$ cat src/rtl/fetch_pc_unit_pkg.sv
// Shared definitions for the fetch PC unit: reset vector default, redirect
// source indices and the controller state encoding.
package fetch_pkg;

  localparam logic [31:0] RESET_VECTOR_DEF = 32'hbfc00000;

  localparam int unsigned REDIR_EXC  = 0;
  localparam int unsigned REDIR_ERET = 1;
  localparam int unsigned REDIR_BR   = 2;

  typedef enum logic [1:0] {
    ST_BOOT = 2'd0,
    ST_RUN  = 2'd1,
    ST_PEND = 2'd2
  } fetch_state_e;

endpackage

$ cat src/rtl/fetch_pc_unit_if.sv
// Fetch request channel between the PC unit (master) and instruction
// memory (slave): valid/ready handshake plus request attributes.
interface fetch_pc_unit_if #(
  parameter int unsigned PC_W = 32
);

  logic            fetch_valid;
  logic            fetch_ready;
  logic [PC_W-1:0] fetch_pc;
  logic            fetch_stale;
  logic            fetch_adel;
  logic            fetch_pred_tk;

  modport master (
    output fetch_valid, fetch_pc, fetch_stale, fetch_adel, fetch_pred_tk,
    input  fetch_ready
  );

  modport slave (
    input  fetch_valid, fetch_pc, fetch_stale, fetch_adel, fetch_pred_tk,
    output fetch_ready
  );

endinterface

$ cat src/rtl/fetch_pc_unit_btb.sv
// Direct-mapped branch target buffer: combinational lookup on the current
// fetch PC, write/invalidate at the clock edge.
module fetch_btb #(
  parameter int unsigned PC_W  = 32,
  parameter int unsigned DEPTH = 16
) (
  input  logic            clk,
  input  logic            resetn,
  input  logic [PC_W-1:0] lookup_pc,
  output logic            hit,
  output logic [PC_W-1:0] target,
  input  logic            upd_valid,
  input  logic [PC_W-1:0] upd_pc,
  input  logic [PC_W-1:0] upd_target,
  input  logic            upd_taken
);

  localparam int unsigned IDX_W = $clog2(DEPTH);
  localparam int unsigned TAG_W = PC_W - 2 - IDX_W;

  logic [DEPTH-1:0] valid_q;
  logic [TAG_W-1:0] tag_q [DEPTH];
  logic [PC_W-1:0]  tgt_q [DEPTH];

  logic [IDX_W-1:0] lk_idx, up_idx;
  logic [TAG_W-1:0] lk_tag, up_tag;
  logic             lsb_unused;

  assign lk_idx     = lookup_pc[2 +: IDX_W];
  assign lk_tag     = lookup_pc[PC_W-1 -: TAG_W];
  assign up_idx     = upd_pc[2 +: IDX_W];
  assign up_tag     = upd_pc[PC_W-1 -: TAG_W];
  assign lsb_unused = ^{lookup_pc[1:0], upd_pc[1:0]};

  assign hit    = valid_q[lk_idx] && (tag_q[lk_idx] == lk_tag);
  assign target = tgt_q[lk_idx];

  always_ff @(posedge clk) begin
    if (!resetn) begin
      valid_q <= '0;
    end else if (upd_valid) begin
      if (upd_taken) begin
        valid_q[up_idx] <= 1'b1;
      end else if (valid_q[up_idx] && (tag_q[up_idx] == up_tag)) begin
        valid_q[up_idx] <= 1'b0;
      end
    end
  end

  // Payload needs no reset: it is only observed through a set valid bit.
  always_ff @(posedge clk) begin
    if (upd_valid && upd_taken) begin
      tag_q[up_idx] <= up_tag;
      tgt_q[up_idx] <= upd_target;
    end
  end

endmodule

$ cat src/rtl/fetch_pc_unit.sv
// Fetch PC generator: prioritised redirects, pending-redirect latch under
// backpressure, sequential step. Optional BTB via FETCH_PC_BTB_EN.
module fetch_pc_unit
  import fetch_pkg::*;
#(
  parameter int unsigned     PC_W         = 32,
  parameter logic [PC_W-1:0] RESET_VECTOR = PC_W'(RESET_VECTOR_DEF),
  parameter int unsigned     NUM_REDIR    = 3,
  parameter int unsigned     INCR         = 4,
  parameter int unsigned     BTB_DEPTH    = 16
) (
  input  logic                      clk,
  input  logic                      resetn,
  input  logic [NUM_REDIR-1:0]      redir_valid,
  input  logic [NUM_REDIR*PC_W-1:0] redir_pc,
  fetch_pc_unit_if.master           fif,
  input  logic                      btb_upd_valid,
  input  logic [PC_W-1:0]           btb_upd_pc,
  input  logic [PC_W-1:0]           btb_upd_target,
  input  logic                      btb_upd_taken
);

  fetch_state_e    state_q, state_d;
  logic [PC_W-1:0] pc_q, pc_d;
  logic [PC_W-1:0] pend_q, pend_d;

  logic            redir_any;
  logic [PC_W-1:0] redir_tgt;
  logic            valid, hs;
  logic            btb_hit;
  logic [PC_W-1:0] btb_tgt, seq_pc;

`ifdef FETCH_PC_BTB_EN
  fetch_btb #(
    .PC_W  (PC_W),
    .DEPTH (BTB_DEPTH)
  ) u_btb (
    .clk        (clk),
    .resetn     (resetn),
    .lookup_pc  (pc_q),
    .hit        (btb_hit),
    .target     (btb_tgt),
    .upd_valid  (btb_upd_valid),
    .upd_pc     (btb_upd_pc),
    .upd_target (btb_upd_target),
    .upd_taken  (btb_upd_taken)
  );
`else
  logic btb_unused;
  assign btb_hit    = 1'b0;
  assign btb_tgt    = '0;
  assign btb_unused = ^{btb_upd_valid, btb_upd_pc, btb_upd_target, btb_upd_taken, BTB_DEPTH[0]};
`endif

  // Lowest asserted index wins; lower-priority sources that cycle are dropped.
  always_comb begin
    redir_any = 1'b0;
    redir_tgt = '0;
    for (int unsigned i = 0; i < NUM_REDIR; i++) begin
      if (redir_valid[i] && !redir_any) begin
        redir_any = 1'b1;
        redir_tgt = redir_pc[i*PC_W +: PC_W];
      end
    end
  end

  assign valid  = (state_q != ST_BOOT);
  assign hs     = valid & fif.fetch_ready;
  assign seq_pc = btb_hit ? btb_tgt : pc_q + PC_W'(INCR);

  always_comb begin
    state_d = state_q;
    pc_d    = pc_q;
    pend_d  = pend_q;
    unique case (state_q)
      ST_BOOT: begin
        if (redir_any) pc_d = redir_tgt;
        state_d = ST_RUN;
      end
      ST_RUN: begin
        if (hs) begin
          pc_d = redir_any ? redir_tgt : seq_pc;
        end else if (redir_any) begin
          pend_d  = redir_tgt;
          state_d = ST_PEND;
        end
      end
      ST_PEND: begin
        if (hs) begin
          pc_d    = redir_any ? redir_tgt : pend_q;
          state_d = ST_RUN;
        end else if (redir_any) begin
          pend_d = redir_tgt;
        end
      end
      default: state_d = ST_BOOT;
    endcase
  end

  always_ff @(posedge clk) begin
    if (!resetn) begin
      state_q <= ST_BOOT;
      pc_q    <= RESET_VECTOR;
      pend_q  <= '0;
    end else begin
      state_q <= state_d;
      pc_q    <= pc_d;
      pend_q  <= pend_d;
    end
  end

  assign fif.fetch_valid   = valid;
  assign fif.fetch_pc      = pc_q;
  assign fif.fetch_stale   = (state_q == ST_PEND);
  assign fif.fetch_adel    = (pc_q[1:0] != 2'b00);
  assign fif.fetch_pred_tk = btb_hit && (state_q == ST_RUN) && !redir_any;

endmodule
$ cat src/flat_wrapper.sv
// flat-port wrapper written by rule: the top's interface ports become plain ports
module fetch_pc_unit_flat import fetch_pkg::*;
#(
  parameter int unsigned     PC_W         = 32,
  parameter logic [PC_W-1:0] RESET_VECTOR = PC_W'(RESET_VECTOR_DEF),
  parameter int unsigned     NUM_REDIR    = 3,
  parameter int unsigned     INCR         = 4,
  parameter int unsigned     BTB_DEPTH    = 16
)
  (clk, resetn, redir_valid, redir_pc, btb_upd_valid, btb_upd_pc, btb_upd_target, btb_upd_taken, fif_fetch_valid, fif_fetch_pc, fif_fetch_stale, fif_fetch_adel, fif_fetch_pred_tk, fif_fetch_ready);
  fetch_pc_unit_if #(.PC_W(PC_W)) fif_i ();
  input  logic clk;
  input  logic resetn;
  input  logic [NUM_REDIR-1:0] redir_valid;
  input  logic [NUM_REDIR*PC_W-1:0] redir_pc;
  input  logic btb_upd_valid;
  input  logic [PC_W-1:0] btb_upd_pc;
  input  logic [PC_W-1:0] btb_upd_target;
  input  logic btb_upd_taken;
  output wire logic [$bits(fif_i.fetch_valid)-1:0] fif_fetch_valid;
  output wire logic [$bits(fif_i.fetch_pc)-1:0] fif_fetch_pc;
  output wire logic [$bits(fif_i.fetch_stale)-1:0] fif_fetch_stale;
  output wire logic [$bits(fif_i.fetch_adel)-1:0] fif_fetch_adel;
  output wire logic [$bits(fif_i.fetch_pred_tk)-1:0] fif_fetch_pred_tk;
  input wire logic [$bits(fif_i.fetch_ready)-1:0] fif_fetch_ready;
  assign fif_fetch_valid = fif_i.fetch_valid;
  assign fif_fetch_pc = fif_i.fetch_pc;
  assign fif_fetch_stale = fif_i.fetch_stale;
  assign fif_fetch_adel = fif_i.fetch_adel;
  assign fif_fetch_pred_tk = fif_i.fetch_pred_tk;
  assign fif_i.fetch_ready = fif_fetch_ready;
  fetch_pc_unit #(.PC_W(PC_W), .RESET_VECTOR(RESET_VECTOR), .NUM_REDIR(NUM_REDIR), .INCR(INCR), .BTB_DEPTH(BTB_DEPTH)) u_core (.clk(clk), .resetn(resetn), .redir_valid(redir_valid), .redir_pc(redir_pc), .fif(fif_i), .btb_upd_valid(btb_upd_valid), .btb_upd_pc(btb_upd_pc), .btb_upd_target(btb_upd_target), .btb_upd_taken(btb_upd_taken));
endmodule
$ cat config.mk
export PLATFORM = sky130hd
export DESIGN_NAME = fetch_pc_unit_flat
export DESIGN_NICKNAME = d
export VERILOG_FILES = /design/src/rtl/fetch_pc_unit_pkg.sv /design/src/rtl/fetch_pc_unit_if.sv /design/src/rtl/fetch_pc_unit_btb.sv /design/src/rtl/fetch_pc_unit.sv /design/src/flat_wrapper.sv
export SDC_FILE = /design/constraint.sdc
export NUM_CORES = 1
export LEC_CHECK = 0
export CAP_MARGIN = 30
export CORE_MARGIN = 4
export CORE_UTILIZATION = 40
export CTS_CLUSTER_DIAMETER = 120
export DETAILED_ROUTE_END_ITERATION = 10
export GPL_TIMING_DRIVEN = 0
export PLACE_DENSITY = 0.87
export SLEW_MARGIN = 0
export SYNTH_ARGS = -nofsm -noshare
export SYNTH_HDL_FRONTEND = slang
export SYNTH_SLANG_ARGS = --single-unit
$ cat constraint.sdc
create_clock -name clk -period 3 [get_ports clk]
set_input_delay 0.75 -clock clk [delete_from_list [all_inputs] [get_ports clk]]
set_output_delay 0.75 -clock clk [all_outputs]
set_load 0.01 [all_outputs]
==> metrics.csv <==
metric,value,unit
status,"finished, final reports clean",
synth_seq_area_share,0.271,
die_x,118,µm
clock_path_buffers,2,
layout_setup_ws,0.0739,ns
portBuffers,134,
numCtsBuffers,9,
dp_slack,-0.182,ns
fin_area,6760,µm²
finalSetupViolations,0,
core_area,12000,µm²
postSynthAreaPerCell,7.32,µm²
tightest_slew,0.691,ns
fin_nets,985,
cts_root_buf,clkbuf_16,
gr-total-overflow,0,
powerDensity,897,nW/µm²
slew_viol_final,0,
required,3.27,ns
vias,6157,
yosysUniqueCellTypes,75,
drive_above_1_share,0.0759,
min_period_over_period,0.975,
grt_pass1_vias,5632,
fmax,342,MHz
hold_viol_final,0,
tritoncts,built,
utilization,0.565,
slew_headroom,0.536,
p_leak,2.41,nW
worst_setup_path_start_kind,register,
rows,40,
grt_antenna_before_repair,0,
yosys_most_used_dff,dfxtp_1,
synth_nets,840,
cp_data_arrival_time,3.20,ns
netlist_area,4880,µm²
period_minus_slack,2.93,ns
diodes,0,
die_y,118,µm
whs,0.453,ns
dr.pass1.iters,6,
yosysWarnings,0,
drc,0,
grt_use_met1,0.337,
syn_inst,667,
final.fill_count,1073,
critPathCaptureType,register,
cts.sinks,66,
insertion_delay,0.34,ns
cp_max_fo,10,
ios,204,
rsz0062_at_grt,false,
first_iter_violations,920,
via_per_inst,6.39,
use_met2,0.414,
dp_hpwl,14700,µm
cts_setup_buffers,0,
met3_usage,0.0565,
htree_levels,3,
busiest_layer,met2,
wirelength,19200,µm
dpl_cell_area,6410,µm²
clk_pin_slew,0.06,ns
path_class,reg -> reg,
start_util,0.408,
ant_nets,0,
vdd_drop_max,350,µV
gp_congestion,1.00,
ys_ff_latch,66,
grt_pass1_wl,29600,µm
grt_max_degree,13,
ys_async_sr_fraction,0,
drv_cap,0,
finClkSkew,0.00732,ns
synth_edf_count,0,
dieArea,14000,µm²
post_drt_wl_per_cell,19.9,µm
min_path_type,reg -> reg,
area_growth,38.4,%
track_usage,0.259,
## path summary, 6_finish.rpt
path              slack, ns              start           endpoint  depth (start not counted)
setup / recovery       0.07  u_core.state_q[1]  u_core.pend_q[15]                          8
hold / removal         0.45  u_core.pend_q[18]  u_core.pend_q[18]                          2
setup reg to reg       0.07  u_core.state_q[1]  u_core.pend_q[15]                          8
hold reg to reg        0.45  u_core.pend_q[18]  u_core.pend_q[18]                          2
## worst max-delay path, stage by stage, from the launching register on
cell and delay (ns):
dfxtp_1 0.41, inv_1 0.09, ha_1 0.30, clkbuf_1 0.43, clkinv_1 0.47, nor2_2 0.47, clkbuf_1 0.42, nand2_1 0.12
a21oi_1 0.15
## layout make-up
type | count | area, µm² | area share
Buffer | 61 | 289 | 0.0428
Clock buffer | 9 | 225 | 0.0333
Clock inverter | 7 | 118 | 0.0174
Inverter | 10 | 37.5 | 0.00555
Multi-Input combinational cell | 530 | 3240 | 0.480
Sequential cell | 66 | 1320 | 0.195
Tap cell | 147 | 184 | 0.0272
Timing Repair Buffer | 134 | 1340 | 0.198
## power breakdown
| group | switching (mW) | internal [mW] | leakage (nW) |
|---|---|---|---|
| logic | 1.92 | 1.34 | 1.70 |
| clock network | 0.418 | 0.811 | 0.169 |
| registers | 0.369 | 1.20 | 0.543 |
| total | 2.71 | 3.35 | 2.41 |
## flip-flops by register name (all words and copies together), names as in the netlist
| signal | cells |
|---|---|
| u_core.fif.fetch_pc | 32 |
| u_core.pend_q | 32 |
| u_core.state_q | 2 |
## cell usage in the layout (no fill, tap or decap), types with 4 or more instances in the layout
master	count
a21o_1	11
a21oi_1	82
a221oi_1	12
a22oi_1	8
a2bb2oi_1	15
a31o_2	4
a31oi_1	13
and2_1	4
and3_1	4
and3b_1	5
and4_1	4
buf_2	12
clkbuf_1	38
clkbuf_16	9
clkdlybuf4s50_1	134
dfxtp_1	66
ha_1	5
inv_1	8
mux2i_1	5
nand2_1	88
nand3_1	25
nand3b_1	24
nand4_1	5
nor2_1	35
nor2b_1	5
nor3_1	7
nor4_1	4
nor4_2	4
o2111ai_1	5
o211ai_1	8
o21a_1	6
o21ai_0	55
o21ai_1	6
o2bb2ai_1	4
o31a_1	8
or3_1	12
or4_1	4
xnor2_1	4
## routing by layer
metal | vias up | share of wire
met2 | 492 | 0.44
met3 | 85 | 0.12
met1 | 2781 | 0.40
li1 | 2799 | -
met4 | 0 | 0.042
met5 | - | 0
## cell usage after synthesis, drive strengths merged (3+ instances only)
master / n / area, µm²
a21o: 11 / 82.6
a21oi: 82 / 410
a221oi: 12 / 105
a22oi: 9 / 72.6
a2bb2oi: 15 / 131
a31o: 4 / 35.0
a31oi: 13 / 81.3
a32oi: 3 / 26.3
and2: 5 / 31.3
and3: 4 / 25.0
and3b: 5 / 43.8
and4: 4 / 35.0
buf: 19 / 124
clkbuf: 42 / 163
dfxtp: 66 / 1320
ha: 5 / 62.6
inv: 8 / 30.0
mux2i: 5 / 50.1
nand2: 88 / 330
nand3: 25 / 125
nand3b: 24 / 180
nand4: 6 / 43.8
nor2: 37 / 139
nor2b: 5 / 31.3
nor3: 9 / 61.3
nor4: 8 / 75.1
o2111ai: 5 / 43.8
o211ai: 8 / 60.1
o21a: 6 / 45.0
o21ai: 61 / 305
o22ai: 3 / 18.8
o2bb2ai: 4 / 35.0
o31a: 8 / 70.1
or2: 3 / 18.8
or3: 12 / 75.1
or4: 5 / 41.3
xnor2: 4 / 35.0
## logic make-up after synthesis
logic type               synth area share
XOR/XNOR                           0.0108
other                            0.000768
adder cells (fa/ha/maj)            0.0128
multiplexers                       0.0103
AND/OR/NAND/NOR                     0.268
buffers and inverters              0.0664
flip-flops                          0.271
AO/OA/AOI/OAI                       0.361
## per-stage QoR
stage,power [mW],cells,TNS [ns]
after global placement,4.64,948,-1.74
after detailed placement,4.68,948,-2.11
after floorplan,3.43,667,0
final,6.06,964,0
after CTS,5.92,964,0
after global routing,6.34,964,0
## what timing repair did
action,CTS,global route
hold buffers,0,0
setup endpoints to repair,1,11
resized for setup,1,6
Note: power is estimated with default switching activity, not from simulation.
